--- src/rtl/registers.sv ---
// MIPS general-purpose register file: 32 x 32-bit, one combinational read port,
// one clocked write port whose destination is decoded from the instruction word.
module registers (
    input  logic        clk,
    input  logic        rst_n,
    input  logic [31:0] instruction,
    input  logic        regwrite,
    input  logic [4:0]  address,
    input  logic [31:0] write_data,
    output logic [31:0] dataOut
);

    localparam logic [5:0] OP_RTYPE = 6'h00;
    localparam logic [5:0] OP_JAL   = 6'h03;

    logic [31:0] r_regs [32];
    logic [4:0]  w_dest;
    logic [5:0]  w_opcode;
    logic        w_wr_en;

    assign w_opcode = instruction[31:26];

    always_comb begin
        w_dest = instruction[20:16];
        case (w_opcode)
            OP_RTYPE: w_dest = instruction[15:11];
            OP_JAL:   w_dest = 5'd31;
            default:  w_dest = instruction[20:16];
        endcase
    end

    // Writes to register 0 are dropped so it stays zero after reset.
    assign w_wr_en = regwrite && (w_dest != 5'd0);

    always_ff @(posedge clk) begin
        if (!rst_n) begin
            for (int unsigned i = 0; i < 32; i++) begin
                r_regs[i] <= '0;
            end
        end else if (w_wr_en) begin
            r_regs[w_dest] <= write_data;
        end
    end

    // Register 0 reads zero even before the first reset edge.
    assign dataOut = (address == 5'd0) ? '0 : r_regs[address];

endmodule

--- config.mk ---
export PLATFORM = sky130hd
export DESIGN_NAME = registers
export DESIGN_NICKNAME = d
export VERILOG_FILES = /design/src/rtl/registers.sv
export SDC_FILE = /design/constraint.sdc
export NUM_CORES = 1
export LEC_CHECK = 0
export ABC_AREA = 1
export BUFFER_PORTS_ARGS = -buffer_cell sky130_fd_sc_hd__buf_2
export CAP_MARGIN = 10
export CORE_ASPECT_RATIO = 1.75
export CORE_UTILIZATION = 40
export CTS_CLUSTER_DIAMETER = 50
export DETAILED_ROUTE_END_ITERATION = 10
export GPL_TIMING_DRIVEN = 0
export HOLD_SLACK_MARGIN = 0.08
export SLEW_MARGIN = 10
export SYNTH_ARGS = -nofsm -noshare
export SYNTH_HDL_FRONTEND = slang
export SYNTH_SLANG_ARGS = --single-unit
--- constraint.sdc ---
create_clock -name clk -period 3.8 [get_ports clk]
set_clock_uncertainty 0.05 [all_clocks]
set_input_delay 0 -clock clk [delete_from_list [all_inputs] [get_ports clk]]
set_output_delay 0 -clock clk [all_outputs]
set_load 0.1 [all_outputs]
* After elaboration in Yosys (flattened, before gate mapping)
Memory sizes are Yosys's and may differ from the RTL's.
Cells that the tools add are included.
** Storage, ports and cells
- Bits in registers :: 0
- Output and inout bits :: 32
- Memory bits (writable) :: 1024
- Memories kept :: 1
** Memories
- r_regs :: words 32, bits a word 32, read ports 1, clocked after memory_dff 0, wr ports 32, RTL line 16 : logic [31:0] r_regs [32];
** Operators by class
- Equality and inequality tests :: 1
- Reductions and logical operators :: 5
- Mux-type cells :: 9
** Operator list (number)
- 32-bit 2-to-1 mux :: 2
- 32-bit OR reduction :: 1
- 5-bit case mux with 2 select lines :: 1
- 6-bit by 2-bit == test with 1-bit output (second input constant) :: 1
- 6-bit logical NOT :: 1
- 5-bit logical NOT :: 1
- 1-bit 2-to-1 mux :: 5
- 5-bit 2-to-1 mux :: 1
- 5-bit nonzero test :: 1
- 1-bit logical AND :: 1

* Longest topological paths before layout
Gate-level depths: netlist (run 1).
- Depth in word-level cells :: 9
- Mapped depth :: 12
- Gate-level depth less buffers :: 9

* Worst setup path after synthesis (run 1)
Ideal clock, no wire load.
- Path type :: input port to flip-flop
- From :: in instruction[29]
- To :: mem r_regs[24][0] (enable)
- Setup slack :: 56 ps
- Buffers on the path :: 0
- Arrival :: 3228 ps
- Required time :: 3284 ps
- Cell stages on the path :: 7
- Cell sequence :: nor2_2 nand3_1 nand3_1 nand2_2 nor2_4 nand2_2 o21ai_0
** RTL lines
- from (decl) :: RTL line 6 : input logic [31:0] instruction,
- to (decl) :: RTL line 16

* Worst setup path after layout (run 1)
- From :: in address[4]
- To :: out dataOut[17]
** Between the ends
- Word-level cells in the longest chain between the ends :: 2
- Elaborated cells on any way between the ends :: 3
** RTL lines
- from (decl) :: RTL line 8 : input logic [4:0] address,
- memory 32 x 32 bit or 5-bit logical NOT (tied branches)
- 32-bit 2-to-1 mux * :: RTL line 46 : assign dataOut = (address == 5'd0) ? '0 : r_regs[address];
- to (decl) :: RTL line 10 : output logic [31:0] dataOut
Every way passes the cells marked *; elsewhere a longest branch is shown, timed or not.

==> metrics.txt, run 1 <==
outcome=finished, violations left; Startpoint Class=input pin; clock slew seen by the registers of the worst setup and hold paths=0.07 ns; slew at the pin closest to its max-slew limit=1.408 ns; TritonCTS clock tree=built; pwr/cell area=490.9 mW/mm2; design area=0.05339 mm2; H-tree depth reported by CTS=3; Core ar.=0.1156 mm2; unrepaired setup endpoints after global routing=false; largest registers=r_regs x1024; vias in the first global route=37680; Distinct cells, synth=24; row count=165; min Tclk post-route=4.052 ns; Mapped Cells=4837; initial antenna violation count=12; Max Cap Viol=0; WP data arrival=4.00 ns; synth-to-layout area growth=14.26%; GPL Wtd Cong=0.9781; CP endpoint kind=output pin; pin count of the biggest net entering global routing=33; IO Pins=104; post-DP HPWL=143.7 mm; setup ws final=-0.2517 ns; HP Class=input pin to register; Peak Freq=246.8 MHz; metal2 WL=99.51 mm; clk sinks=1024; Final Core Density=0.4618; Pre-antenna DRT Iters=8; failing checks=negative setup slack; syn_area_per_cell=9.661 um2; Leakage=20.38 nW; Yosys warnings=0; DIE AREA=0.1183 mm2; placed cell area=0.05003 mm2; Post-Route M1 WL=62.74 mm; drt initial violations=4823; All-Layer GR Usage=0.3450; Setup-failing EPs final=6; PortBufs=82; Congestion Overflow GR=0; highest metal used=met5; clk buf depth=3; TNS Setup=-0.6054 ns; peak fanout along the critical path=10; Largest Register=r_regs; share of layout cells above drive strength 1=0.09000; Setup Fix Bufs, Post-CTS=0; DRC Markers=0; commonest non-fill, non-tap cell in the layout=nand2_1; Period Utilization, post-route=1.066; max FFs per register=1024; Slew Limit Fails=0; CP Class=input pin to output pin; Seq/Total Area, Yosys=0.6580; met3 wire length=20.17 mm; Die Y=454.2 um; Num CTS Buffers=89; #FFs+latches synth=1024; max_slew headroom=0.06104; WL final=204.8 mm; Die W=260.4 um; Post-DRT Antenna Nets=0; via count=39130; Vias per Instance=5.850; maximum vdd drop=0.3585 mV; average wire per standard cell=30.61 um; global-route wire length before repair=278.4 mm; Clk Tree Root Cell=clkbuf_16; Initial Utilization=0.4042; final-report hold violation count=0; most frequent cells in the layout=1267 x nand2_1, 1024 x edfxtp_1, 1000 x nor2_1, 703 x nand3_1, 269 x clkbuf_1; Worst Path Required=3.75 ns; synthesized cell area=0.04673 mm2; Layout Nets=5179
layer usage:
layer | vias to the layer above | track usage
li1 | 16730 | -
met1 | 18570 | 0.3515
met2 | 2842 | 0.5774
met3 | 973 | 0.08539
met4 | 14 | 0.3204
met5 | - | 0
kinds of logic (layout without fill, tap and decap cells):
group,Yosys count,in the layout,share of synthesized area
AND/OR/NAND/NOR,3228,3228,0.2888
AO/OA/AOI/OAI,92,92,0.009853
other,1,40,0.00008025
flip-flops,1024,1024,0.6580
buffers and inverters,492,802,0.04324
what timing repair did:
item / in CTS / in global routing
hold buffers: 33 / 0
setup endpoints to repair: 2 / 6
hold endpoints to repair: 724 / 0
gates resized for setup: 2 / 8
pin swaps: 0 / 0
synth_stat cells:
library cell	number	area share
conb_1	1	0.000080
nand2_4	1	0.00024
clkbuf_1	265	0.021
nand2_2	6	0.00080
nor2_1	1000	0.080
buf_4	1	0.00016
nor2_4	1	0.00024
nand3b_1	1	0.00016
nand3_2	21	0.0045
nor3_1	193	0.021
nand3_1	703	0.075
inv_1	47	0.0038
buf_6	1	0.00024
a21oi_1	5	0.00054
inv_2	7	0.00056
buf_1	40	0.0032
nand2_1	1292	0.10
o21ai_0	87	0.0093
nor2_2	4	0.00054
clkinv_1	1	0.000080
nor2_8	5	0.0021
buf_2	130	0.014
edfxtp_1	1024	0.66
or2_0	1	0.00013
metrics by stage:
stage	total power (W)	hold slack, ns	cells	worst slack [ns]
2_1_floorplan	0.01513	0.2453	4868	0.05644
3_3_place_gp	0.01637	0.3771	6453	-4.121
3_5_place_dp	0.01648	0.3837	6486	-0.04844
4_1_cts	0.02592	0.08064	6681	0.03683
5_1_grt	0.02660	0.1190	6684	0.0005449
6_report	0.02621	0.08608	6689	-0.2517
critical path, stage by stage:
cell and delay, ns:
buf_1 1.00, inv_1 0.51, nand3_1 0.55, clkbuf_1 0.65, nand2_1 0.13, nor2_1 0.58, buf_2 0.55
path summary, 6_finish.rpt:
kind	start	endpoint	slack [ns]	cells past startpoint
min	instruction[11]	r_regs[31][31]	0.09	7
max	address[4]	dataOut[17]	-0.25	7
power breakdown:
group	internal, W	switching [W]
logic	0.000657	0.00256
registers	0.0130	0.000171
clock network	0.00536	0.00444
layout make-up:
cell class / count / area [um2]
Antenna cell: 8 / 20.02
Buffer: 437 / 1844
Clock buffer: 109 / 2430
Clock inverter: 53 / 559.3
Fill cell: 11050 / 62220
Inverter: 55 / 206.4
Multi-Input combinational cell: 3352 / 14220
Sequential cell: 1024 / 30750
Tap cell: 1503 / 1881
Timing Repair Buffer: 148 / 1486
Power figures use the tool's default switching activity.
==> run 2, diff against run 1 <==
==> constraint.sdc (replaced) <==
create_clock -name clk -period 3.5 [get_ports clk]
set_clock_uncertainty 0.05 [all_clocks]
set_input_delay 0 -clock clk [delete_from_list [all_inputs] [get_ports clk]]
set_output_delay 0 -clock clk [all_outputs]
set_load 0.1 [all_outputs]
==> metrics.txt, run 2 (same netlist as run 1, synthesis figures left out) <==
Slew Limit Fails=0 (unchanged); sw frac=0.2772 (was 0.2733); Layout fillers=11010 (was 11050); pwr/cell area=528.9 mW/mm2 (was 490.9 mW/mm2); H-tree depth reported by CTS=3 (unchanged); Vias per Instance=5.883 (was 5.850); Peak Freq=269.8 MHz; unrepaired setup endpoints after global routing=true (was false); max_slew headroom=0.06132 (was 0.06104); synth-to-layout area growth=14.15% (was 14.26%); clock slew seen by the registers of the worst setup and hold paths=0.07 ns (about the same); CP Class=input pin to output pin (unchanged); TritonCTS clock tree=built (unchanged); NetSw=0.007820 W (was 0.007165 W); Congestion Overflow GR=0 (unchanged); WL final=203.7 mm (was 204.8 mm); outcome=finished, violations left (unchanged); Leakage=20.37 nW (was 20.38 nW); beginning of the worst hold path=instruction[11] (unchanged); drt initial violations=5089 (was 4823); Num CTS Buffers=90 (was 89); Setup-failing EPs final=4 (was 6); DRC Markers=0 (unchanged); GPL Wtd Cong=0.9835 (was 0.9781); min Tclk post-route=3.706 ns; Period Utilization, post-route=1.059; FF/Latch Area=0.03075 mm2 (unchanged); Clk pwr share=0.368 (was 0.374); Core ar.=0.1156 mm2 (unchanged); Comb pwr share=0.124 (was 0.123); pin count of the biggest net entering global routing=33 (unchanged); IO Pins=104 (unchanged); setup ws final=-0.2061 ns (was -0.2517 ns); Layout Nets=5180 (was 5179); maximum vdd drop=0.3738 mV (was 0.3585 mV); internal power=0.02039 W (was 0.01905 W); most frequent cells in the layout=1267 x nand2_1, 1024 x edfxtp_1, 1000 x nor2_1, 703 x nand3_1, 256 x clkbuf_1 (was 1267 x nand2_1, 1024 x edfxtp_1, 1000 x nor2_1, 703 x nand3_1, 269 x clkbuf_1); Post-DRT Antenna Nets=0 (unchanged); CP max-delay cell=buf_1 (unchanged); Clk Tree Root Cell=clkbuf_16 (unchanged); crit path from=address[3] (was address[4]); design area=0.05334 mm2 (was 0.05339 mm2); placed cell area=0.05005 mm2 (was 0.05003 mm2); initial antenna violation count=12 (unchanged); Multi-input gate area=0.01422 mm2 (unchanged); global-route wire length before repair=280.9 mm (was 278.4 mm); Setup Fix Bufs, Post-CTS=0 (unchanged); Reg power frac=0.508 (was 0.504); CP endpoint kind=output pin (unchanged); crit-path max cell delay=0.87 ns (was 1.00 ns); All-Layer GR Usage=0.3460 (was 0.3450); Largest Register=r_regs (unchanged); Initial Utilization=0.4042 (unchanged); clk sinks=1024 (unchanged); average wire per standard cell=30.46 um (was 30.61 um); row count=165 (unchanged); vias in the first global route=38620 (was 37680); via count=39340 (was 39130); largest registers=r_regs x1024 (unchanged); WHS Endpoint=r_regs[15][31] (was r_regs[31][31]); crit-path cells=clkbuf_1 -> buf_1 -> clkdlybuf4s15_2 -> nand2_1 -> nand3_1 -> nand2_1 -> nor2_1 -> buf_2 (was buf_1 -> inv_1 -> nand3_1 -> clkbuf_1 -> nand2_1 -> nor2_1 -> buf_2); peak fanout along the critical path=10 (unchanged); most frequent CP cell=nand2_1; Buf/Inv on CP=4 (unchanged); Pre-antenna DRT Iters=6 (was 8); Worst Path Required=3.45 ns (was 3.75 ns); max FFs per register=1024 (unchanged); Die Y=454.2 um (unchanged); Max Cap Viol=0 (unchanged); share of layout cells above drive strength 1=0.09191 (was 0.09000); Final Core Density=0.4614 (was 0.4618); failing checks=negative setup slack (unchanged); hold path cells=7 (unchanged); DIE AREA=0.1183 mm2 (unchanged); post-DP HPWL=143.8 mm (was 143.7 mm); final-report hold violation count=0 (unchanged); Tot Pwr=0.02821 W (was 0.02621 W); commonest non-fill, non-tap cell in the layout=nand2_1 (unchanged); WP data arrival=3.66 ns (was 4.00 ns); PortBufs=82 (unchanged); Die W=260.4 um (unchanged); Startpoint Class=input pin (unchanged); CP delay by family, top=buffers and inverters (unchanged); clk buf depth=3 (unchanged); slew at the pin closest to its max-slew limit=1.408 ns (about the same); HP Class=input pin to register (unchanged)
run 2: cell count changes in the layout (fill, tap and decap cells not counted):
cell             previous run  this run
buf_1                      34        37
buf_12                     20        21
buf_16                     12        13
buf_2                     214       213
buf_8                       1         0
bufinv_16                  12         8
clkbuf_1                  269       256
clkbuf_2                   12        20
clkdlybuf4s15_2             0         1
clkinv_1                   21        22
clkinv_2                   16        18
clkinvlp_4                  2         5
diode_2                     8         5
run 2: worst max path at each step:
stage | end | slack, ns | cells past startpoint
CTS | dataOut[1] | 0.008 | 11
finish | dataOut[17] | -0.21 | 8
global placement | r_regs[20][2] | -3.68 | 6
global route | dataOut[4] | -0.09 | 12
detailed placement | dataOut[21] | -0.33 | 10
floorplan | r_regs[16][0] | -0.21 | 8
run 2: worst min-delay path, stage by stage:
cell	delay (ns)
buf_2	0.09
inv_1	0.04
nand2_1	0.09
nand2_4	0.13
nor2_8	0.08
nand3_2	0.23
nor2_1	0.06
run 2: power groups by stage:
stage	Clock [W]	Sequential, W	Combinational, W
finish	0.0104	0.0143	0.00349
global route	0.0107	0.0144	0.00360
CTS	0.0103	0.0143	0.00334
detailed placement	0	0.0146	0.00330
global placement	0	0.0146	0.00315
floorplan	0	0.0146	0.00187
run 2: what timing repair did:
| item | 4_1_cts | 5_1_grt |
|---|---|---|
| pin swaps | 0 | 0 |
| hold buffers | 33 | 0 |
| endpoints found under the setup margin | 13 | 30 |
| hold endpoints to repair | 707 | 0 |
| gates resized for setup | 6 | 28 |
| cloned | 0 | 0 |
run 2: per-layer routing:
metal,GRT usage,up-vias,part of all wire
met1,0.3511,18700,0.31
met4,0.3239,12,0.11
li1,-,16720,-
met2,0.5766,2836,0.48
met3,0.08929,1073,0.10
met5,0.001658,-,0.00041
run 2: final cells by class:
class                   count  area share
repair buffers            149     0.02847
clock inverters            55    0.008913
diodes                      5   0.0002346
clock buffers             108     0.04548
multi-input cells        3352      0.2665
well taps                1503     0.03525
plain buffers             436     0.03481
flip-flops and latches   1024      0.5764
inverters                  55    0.003870
run 2: per-stage QoR:
| step | hold WS [ns] | setup TNS [ns] | worst slack (ns) | std cells |
|---|---|---|---|---|
| 6_report | 0.1225 | -0.4700 | -0.2061 | 6687 |
| 3_5_place_dp | 0.3830 | -2.224 | -0.3321 | 6487 |
| 5_1_grt | 0.1544 | -0.09309 | -0.09309 | 6683 |
| 4_1_cts | 0.09533 | 0 | 0.008409 | 6682 |
| 2_1_floorplan | 0.2456 | -27.22 | -0.2126 | 4868 |
| 3_3_place_gp | 0.3726 | -879.88 | -3.683 | 6453 |
